### config.mk
export PLATFORM = sky130hd
export DESIGN_NAME = cim_vector_datapath
export DESIGN_NICKNAME = d
export VERILOG_FILES = /design/src/rtl/cim_vector_datapath.sv
export SDC_FILE = /design/constraint.sdc
export NUM_CORES = 1
export LEC_CHECK = 0
export CORE_MARGIN = 2
export CORE_UTILIZATION = 45
export CTS_BUF_LIST = sky130_fd_sc_hd__clkbuf_8
export DETAILED_ROUTE_END_ITERATION = 7
export PLACE_DENSITY_LB_ADDON = 0.05
export SLEW_MARGIN = 10
export SYNTH_ARGS = -nofsm -noshare
export SYNTH_HDL_FRONTEND = slang
export SYNTH_SLANG_ARGS = --single-unit
export TNS_END_PERCENT = 50
### constraint.sdc
create_clock -name sys_clk_in -period 4.5 [get_ports sys_clk_in]
set_input_delay 0.9 -clock sys_clk_in [delete_from_list [all_inputs] [get_ports sys_clk_in]]
set_output_delay 0.9 -clock sys_clk_in [all_outputs]
set_load 0.03 [all_outputs]
### src/rtl/cim_vector_datapath.sv
// Row-serial compute-in-memory vector datapath driving a dual-port SRAM (read A/B, write back on A).
// Define CIM_POPCOUNT_EN to enable opcode 11, the masked popcount reduction.
module cim_vector_datapath #(
  parameter int DATA_WIDTH = 32,
  parameter int ADDR_WIDTH = 8,
  parameter int LEN_WIDTH  = 4
) (
  input  logic                          sys_clk_in,
  input  logic                          sys_reset_in,
  input  logic                          cmd_valid_in,
  output logic                          cmd_ready_out,
  input  logic [3:0]                    cmd_op_in,
  input  logic [ADDR_WIDTH-1:0]         cmd_src_a_in,
  input  logic [ADDR_WIDTH-1:0]         cmd_src_b_in,
  input  logic [ADDR_WIDTH-1:0]         cmd_dst_in,
  input  logic [LEN_WIDTH-1:0]          cmd_len_in,
  input  logic [$clog2(DATA_WIDTH)-1:0] cmd_shift_in,
  input  logic [DATA_WIDTH-1:0]         cmd_mask_in,
  output logic [ADDR_WIDTH-1:0]         sram_addr_a_out,
  output logic [ADDR_WIDTH-1:0]         sram_addr_b_out,
  output logic [DATA_WIDTH-1:0]         sram_data_a_out,
  output logic                          sram_wren_a_out,
  input  logic [DATA_WIDTH-1:0]         sram_q_a_in,
  input  logic [DATA_WIDTH-1:0]         sram_q_b_in,
  output logic                          busy_out,
  output logic                          done_out,
  output logic                          error_out,
  output logic [DATA_WIDTH-1:0]         result_out
);

  localparam int SW = $clog2(DATA_WIDTH);

  localparam logic [3:0] OP_OR   = 4'd0;
  localparam logic [3:0] OP_AND  = 4'd1;
  localparam logic [3:0] OP_XOR  = 4'd2;
  localparam logic [3:0] OP_MOV  = 4'd3;
  localparam logic [3:0] OP_NOT  = 4'd4;
  localparam logic [3:0] OP_SHL  = 4'd5;
  localparam logic [3:0] OP_SHR  = 4'd6;
  localparam logic [3:0] OP_ROTL = 4'd7;
  localparam logic [3:0] OP_ADD  = 4'd8;
  localparam logic [3:0] OP_XORR = 4'd9;
  localparam logic [3:0] OP_ANDR = 4'd10;
`ifdef CIM_POPCOUNT_EN
  localparam logic [3:0] OP_POP  = 4'd11;
  localparam logic [3:0] OP_MAX  = 4'd11;
`else
  localparam logic [3:0] OP_MAX  = 4'd10;
`endif

  // Handshake: a command transfers on a rising edge where cmd_valid_in and
  // cmd_ready_out are both high; ready is high only in IDLE and every field is
  // registered at that edge, so the inputs may change freely afterwards.
  typedef enum logic [1:0] {IDLE, RD, EXE, DONE} state_t;
  state_t state, state_nxt;

  logic [3:0]            op_q;
  logic [ADDR_WIDTH-1:0] src_a_q, src_b_q, dst_q;
  logic [LEN_WIDTH-1:0]  len_q, idx_q;
  logic [SW-1:0]         shift_q;
  logic [DATA_WIDTH-1:0] mask_q;
  logic                  carry_q;
  logic                  acc_bit_q;
  logic                  illegal_q;
  logic [DATA_WIDTH-1:0] result_q;

  logic [ADDR_WIDTH-1:0] row_off;
  logic [DATA_WIDTH:0]   add_sum;
  logic [SW:0]           rot_back;
  logic [DATA_WIDTH-1:0] row_res;
  logic                  writes_row;
  logic                  last_row;
  logic                  xor_bit;
  logic                  and_bit;

  assign row_off    = ADDR_WIDTH'(idx_q);
  assign last_row   = (idx_q == len_q);
  assign writes_row = (op_q <= OP_ADD);
  assign add_sum    = {1'b0, sram_q_a_in} + {1'b0, sram_q_b_in} + (DATA_WIDTH+1)'(carry_q);
  // A shift by the full width yields zero, so shift 0 rotates to A unchanged.
  assign rot_back   = (SW+1)'(DATA_WIDTH) - {1'b0, shift_q};
  assign xor_bit    = acc_bit_q ^ (^sram_q_a_in);
  assign and_bit    = acc_bit_q & (&(sram_q_a_in | ~mask_q));

  always_comb begin
    row_res = '0;
    case (op_q)
      OP_OR:   row_res = sram_q_a_in | sram_q_b_in;
      OP_AND:  row_res = sram_q_a_in & sram_q_b_in;
      OP_XOR:  row_res = sram_q_a_in ^ sram_q_b_in;
      OP_MOV:  row_res = sram_q_a_in;
      OP_NOT:  row_res = ~sram_q_a_in;
      OP_SHL:  row_res = sram_q_a_in << shift_q;
      OP_SHR:  row_res = sram_q_a_in >> shift_q;
      OP_ROTL: row_res = (sram_q_a_in << shift_q) | (sram_q_a_in >> rot_back);
      OP_ADD:  row_res = add_sum[DATA_WIDTH-1:0];
      default: row_res = '0;
    endcase
  end

`ifdef CIM_POPCOUNT_EN
  logic [DATA_WIDTH-1:0] pop_q;
  logic [DATA_WIDTH:0]   pop_sum;
  logic [DATA_WIDTH-1:0] pop_next;

  function automatic logic [SW:0] popcnt(input logic [DATA_WIDTH-1:0] v);
    logic [SW:0] cnt;
    cnt = '0;
    for (int k = 0; k < DATA_WIDTH; k++) cnt = cnt + (SW+1)'(v[k]);
    return cnt;
  endfunction

  assign pop_sum  = {1'b0, pop_q} + (DATA_WIDTH+1)'(popcnt(sram_q_a_in & mask_q));
  assign pop_next = pop_sum[DATA_WIDTH] ? '1 : pop_sum[DATA_WIDTH-1:0];

  always_ff @(posedge sys_clk_in or posedge sys_reset_in) begin
    if (sys_reset_in) pop_q <= '0;
    else if (state == IDLE) pop_q <= '0;
    else if (state == EXE && op_q == OP_POP) pop_q <= pop_next;
  end
`endif

  always_ff @(posedge sys_clk_in or posedge sys_reset_in) begin
    if (sys_reset_in) begin
      state     <= IDLE;
      op_q      <= '0;
      src_a_q   <= '0;
      src_b_q   <= '0;
      dst_q     <= '0;
      len_q     <= '0;
      idx_q     <= '0;
      shift_q   <= '0;
      mask_q    <= '0;
      carry_q   <= 1'b0;
      acc_bit_q <= 1'b0;
      illegal_q <= 1'b0;
      result_q  <= '0;
    end else begin
      state <= state_nxt;
      case (state)
        IDLE: begin
          if (cmd_valid_in) begin
            op_q      <= cmd_op_in;
            src_a_q   <= cmd_src_a_in;
            src_b_q   <= cmd_src_b_in;
            dst_q     <= cmd_dst_in;
            len_q     <= cmd_len_in;
            shift_q   <= cmd_shift_in;
            mask_q    <= cmd_mask_in;
            idx_q     <= '0;
            carry_q   <= 1'b0;
            acc_bit_q <= (cmd_op_in == OP_ANDR);
            illegal_q <= (cmd_op_in > OP_MAX);
          end
        end
        EXE: begin
          if (!last_row) idx_q <= idx_q + LEN_WIDTH'(1);
          if (op_q <= OP_ROTL) begin
            result_q <= row_res;
          end else begin
            case (op_q)
              OP_ADD: begin
                carry_q <= add_sum[DATA_WIDTH];
                if (last_row) result_q <= DATA_WIDTH'(add_sum[DATA_WIDTH]);
              end
              OP_XORR: begin
                acc_bit_q <= xor_bit;
                if (last_row) result_q <= DATA_WIDTH'(xor_bit);
              end
              OP_ANDR: begin
                acc_bit_q <= and_bit;
                if (last_row) result_q <= DATA_WIDTH'(and_bit);
              end
`ifdef CIM_POPCOUNT_EN
              OP_POP: begin
                if (last_row) result_q <= pop_next;
              end
`endif
              default: begin
                if (last_row) result_q <= '0;
              end
            endcase
          end
        end
        default: ;
      endcase
    end
  end

  always_comb begin
    state_nxt       = state;
    cmd_ready_out   = 1'b0;
    busy_out        = 1'b0;
    done_out        = 1'b0;
    error_out       = 1'b0;
    sram_addr_a_out = '0;
    sram_addr_b_out = '0;
    sram_data_a_out = '0;
    sram_wren_a_out = 1'b0;
    case (state)
      IDLE: begin
        cmd_ready_out = 1'b1;
        if (cmd_valid_in) state_nxt = RD;
      end
      RD: begin
        busy_out        = 1'b1;
        sram_addr_a_out = src_a_q + row_off;
        sram_addr_b_out = src_b_q + row_off;
        state_nxt       = EXE;
      end
      EXE: begin
        busy_out        = 1'b1;
        sram_addr_b_out = src_b_q + row_off;
        // Writing back on port A in EXE means the next RD sees the updated row.
        if (writes_row) begin
          sram_addr_a_out = dst_q + row_off;
          sram_data_a_out = row_res;
          sram_wren_a_out = 1'b1;
        end else begin
          sram_addr_a_out = src_a_q + row_off;
        end
        state_nxt = last_row ? DONE : RD;
      end
      DONE: begin
        busy_out  = 1'b1;
        done_out  = 1'b1;
        error_out = illegal_q;
        state_nxt = IDLE;
      end
      default: state_nxt = IDLE;
    endcase
  end

  assign result_out = result_q;

endmodule

==> impl_metrics.tcl, run 1 <==
set metrics [dict create \
    outcome "complete, but fails checks" \
    violations "negative setup slack" \
    gp_congestion 1.09 \
    clock-sinks 110 \
    core_um2 32300 \
    grt_use_met2 0.665 \
    grt_pass1_vias 17200 \
    grt_start_max_net_pins 71 \
    pwr_density_cell_nw_per_um2 755 \
    ant_nets 0 \
    drt_iter0_markers 2245 \
    worst_slack_ns -0.192 \
    period_share 1.04 \
    met3_usage 0.121 \
    cts-root-buf "clkbuf_8" \
    place_hpwl_um 58000 \
    post_drt_wl_per_cell_um 27.0 \
    row_count 66 \
    critical_path.top_delay_family "buffers and inverters" \
    skew_ns 0.0329 \
    grt_use_met1 0.558 \
    pre_cts_slack_ns -1.02 \
    start_util 0.455 \
    arrival_ns 3.79 \
    firstDrtPassIters 8 \
    ir_drop_mv 0.467 \
    setup_violations 9 \
    maxCapViolations 0 \
    clkLatencyLatePin_ns 0.47 \
    maxSlewViolCount 0 \
    final_util 0.680 \
    synth.avg_cell_area_um2 8.33 \
    cp_cell_sequence "dlygate4sd2_1 > buf_6 > buf_12 > buf_4 > mux4_2 > mux2i_2 > buf_4 > nor2_1 > nor2_1 > o211ai_1 > a211oi_2 > buf_4 > a21oi_1 > buf_12" \
    yosys.cell_types.count 80 \
    gr-total-overflow 0 \
    ios 221 \
    grtUsageTotal 0.441 \
    grt_pass1_wl_um 110000 \
    cp_common_cell "buf_4" \
    yosysWarnings 0 \
    path_buf_inv 7 \
    layout.nets 2546 \
    via_per_inst 6.38 \
    crit_path_end_kind "output pin" \
    cp-start-kind "primary input" \
    io_buffers 220 \
    vias 17700 \
    dieWidth_um 185 \
    final.min_clock_period_ns 4.69 \
    htree_levels 3 \
    wirelength_um 74900 \
    path_class "primary input to output pin" \
    power.leakage_nw 9.72 \
    max_stage_delay_ns 0.54 \
    syn_area_um2 14700 \
    slew_headroom 0.333 \
    syn_nets 1984 \
    cp_max_fo 5 \
    syn_to_final_growth_pct 49.5 \
    cpMaxStageDelayCell "mux4_2" \
    max_freq_mhz 213 \
    ys_async_sr_fraction 1.00 \
    synth_top_flop_cell "dfrtp_1" \
    synthCells 1761 \
    die_area_um2 34100 \
    r2r_setup_slack_ns 0.82 \
    worst_slew_pin_slew_ns 1.00 \
    ctsHoldBuffers 0 \
    clkTransAtPathRegs_ns 0.12 \
    synth_seq_cells 110 \
    hold_path_class "flop to flop" \
    drc 0 \
    final_cells 2771 \
    drive_above_1_share 0.382 \
    yosysSeqAreaShare 0.188 \
    hold_violations 0 \
    synth-edff-count 0 \
    die_y_um 185 \
    dp.cells 2694 \
    ctsLongestPathBuffers 2 \
    busiest_layer "met2" \
    cts_tree "built" \
    numCtsBuffers 9 \
    rsz0062_at_grt "yes" \
    grt_antenna_before_repair 3 \
    required_ns 3.60 \
]
-- where the power goes --
group          leakage, nW  total, W  internal (W)  switching, W
Combinational         8.28    0.0140       0.00632       0.00767
Clock                0.102  0.000675      0.000220      0.000455
Sequential            1.33   0.00191       0.00147      0.000447
-- cell families after synthesis --
family	share of synthesized area
AOI/OAI and AO/OA	0.207
muxes	0.246
buffers and inverters	0.0700
and+or+nand+nor	0.169
xor gates and xnor gates	0.0439
adders and majority gates	0.0767
DFF	0.188
-- registers in the layout, summed over array words and instances, names as in the netlist --
name	cells
len_q	4
carry_q	1
result_out	32
src_b_q	8
op_q	4
shift_q	5
dst_q	8
acc_bit_q	1
illegal_q	1
src_a_q	8
state	2
idx_q	4
mask_q	32
-- through the flow --
step	area, um2	total power, W	hold WS [ns]	TNS (ns)
after floorplan	14700	0.00875	0.442	0
after global placement	20200	0.0140	0.474	-15.20
after detailed placement	20200	0.0141	0.467	-16.08
after CTS	21600	0.0157	0.498	-0.229
after global routing	21900	0.0172	0.534	-1.66
final	21900	0.0166	0.497	-0.732
-- worst min-delay path, stage by stage (launching register included) --
cell and delay, ns:
dfrtp_1 0.37, nand2_1 0.05, nand2_1 0.05
-- area by class of cell --
type	instances	area (um2)
Sequential cell	110	2760
Timing Repair Buffer	709	6220
Tap cell	442	553
Clock buffer	9	124
Antenna cell	1	2.50
Multi-Input combinational cell	1406	11900
Clock inverter	7	75.1
Inverter	87	339
Fill cell	2610	10300
-- final timing paths --
kind                                 startpoint             endpoint  cells past startpoint
worst max-delay path            sram_q_a_in[21]  sram_data_a_out[18]                     14
worst min-delay path             result_out[31]       result_out[31]                      2
worst max register to register       shift_q[0]        result_out[0]                     12
worst min register to register   result_out[31]       result_out[31]                      2
max in group asynchronous          sys_reset_in       result_out[17]                      3
min in group asynchronous          sys_reset_in            mask_q[9]                      2
-- routing by layer --
metal / part of all wire / vias up
li1: - / 7599
met1: 0.38 / 8468
met2: 0.43 / 1276
met3: 0.12 / 328
met4: 0.077 / 2
met5: 0.00017 / -
-- cells in the mapped netlist (all sizes together), types with 29 or more instances --
master  number  area [um2]
inv         87         327
mux2        96        1080
mux4        78        1810
buf         45         275
a21oi      101         505
nor3        42         215
a221oi      30         275
o21ai       97         485
nand2      183         687
mux2i       72         721
ha          82        1030
clkbuf     113         425
o22ai       41         257
nor2       177         664
nand3       36         180
xnor2       42         368
dfrtp      110        2750
xor2        29         254
-- repair_timing --
action,4_1_cts,5_1_grt
setup buffers,45,10
gates cloned,6,0
pin swaps,51,32
resized for setup,253,90
setup endpoints to repair,31,32
-- placed cells by master (no fill, tap or decap), types with 11 or more instances in the layout --
master	synthesis	final
clkdlybuf4s50_1	0	136
a22oi_1	16	14
nand2_1	183	180
nand3_1	36	35
dlygate4sd2_1	0	38
xor2_1	29	28
mux2_2	96	93
o211ai_1	16	16
mux2i_1	72	61
buf_6	5	29
a221oi_1	28	23
nor2_1	177	169
dfrtp_1	110	106
ha_1	82	60
a21o_1	21	20
buf_12	0	20
nand4_1	12	12
nor3_1	41	34
o22ai_1	41	38
xnor2_1	42	38
a21oi_1	101	81
o21ai_0	93	80
inv_1	86	67
a21oi_2	0	16
and2_1	21	20
buf_4	13	461
ha_4	0	16
inv_2	1	16
a22o_1	12	12
nor2b_1	13	13
nand2b_1	14	13
o21ai_1	4	11
mux4_2	65	74
No activity file was read; power rests on OpenSTA's default activity.
==> run 2, diff against run 1 <==
- ABC_CLOCK_PERIOD_IN_PS: default -> 4500
==> results of run 2 <==
Final layout, timing and power as in run 1 (identical DEF).
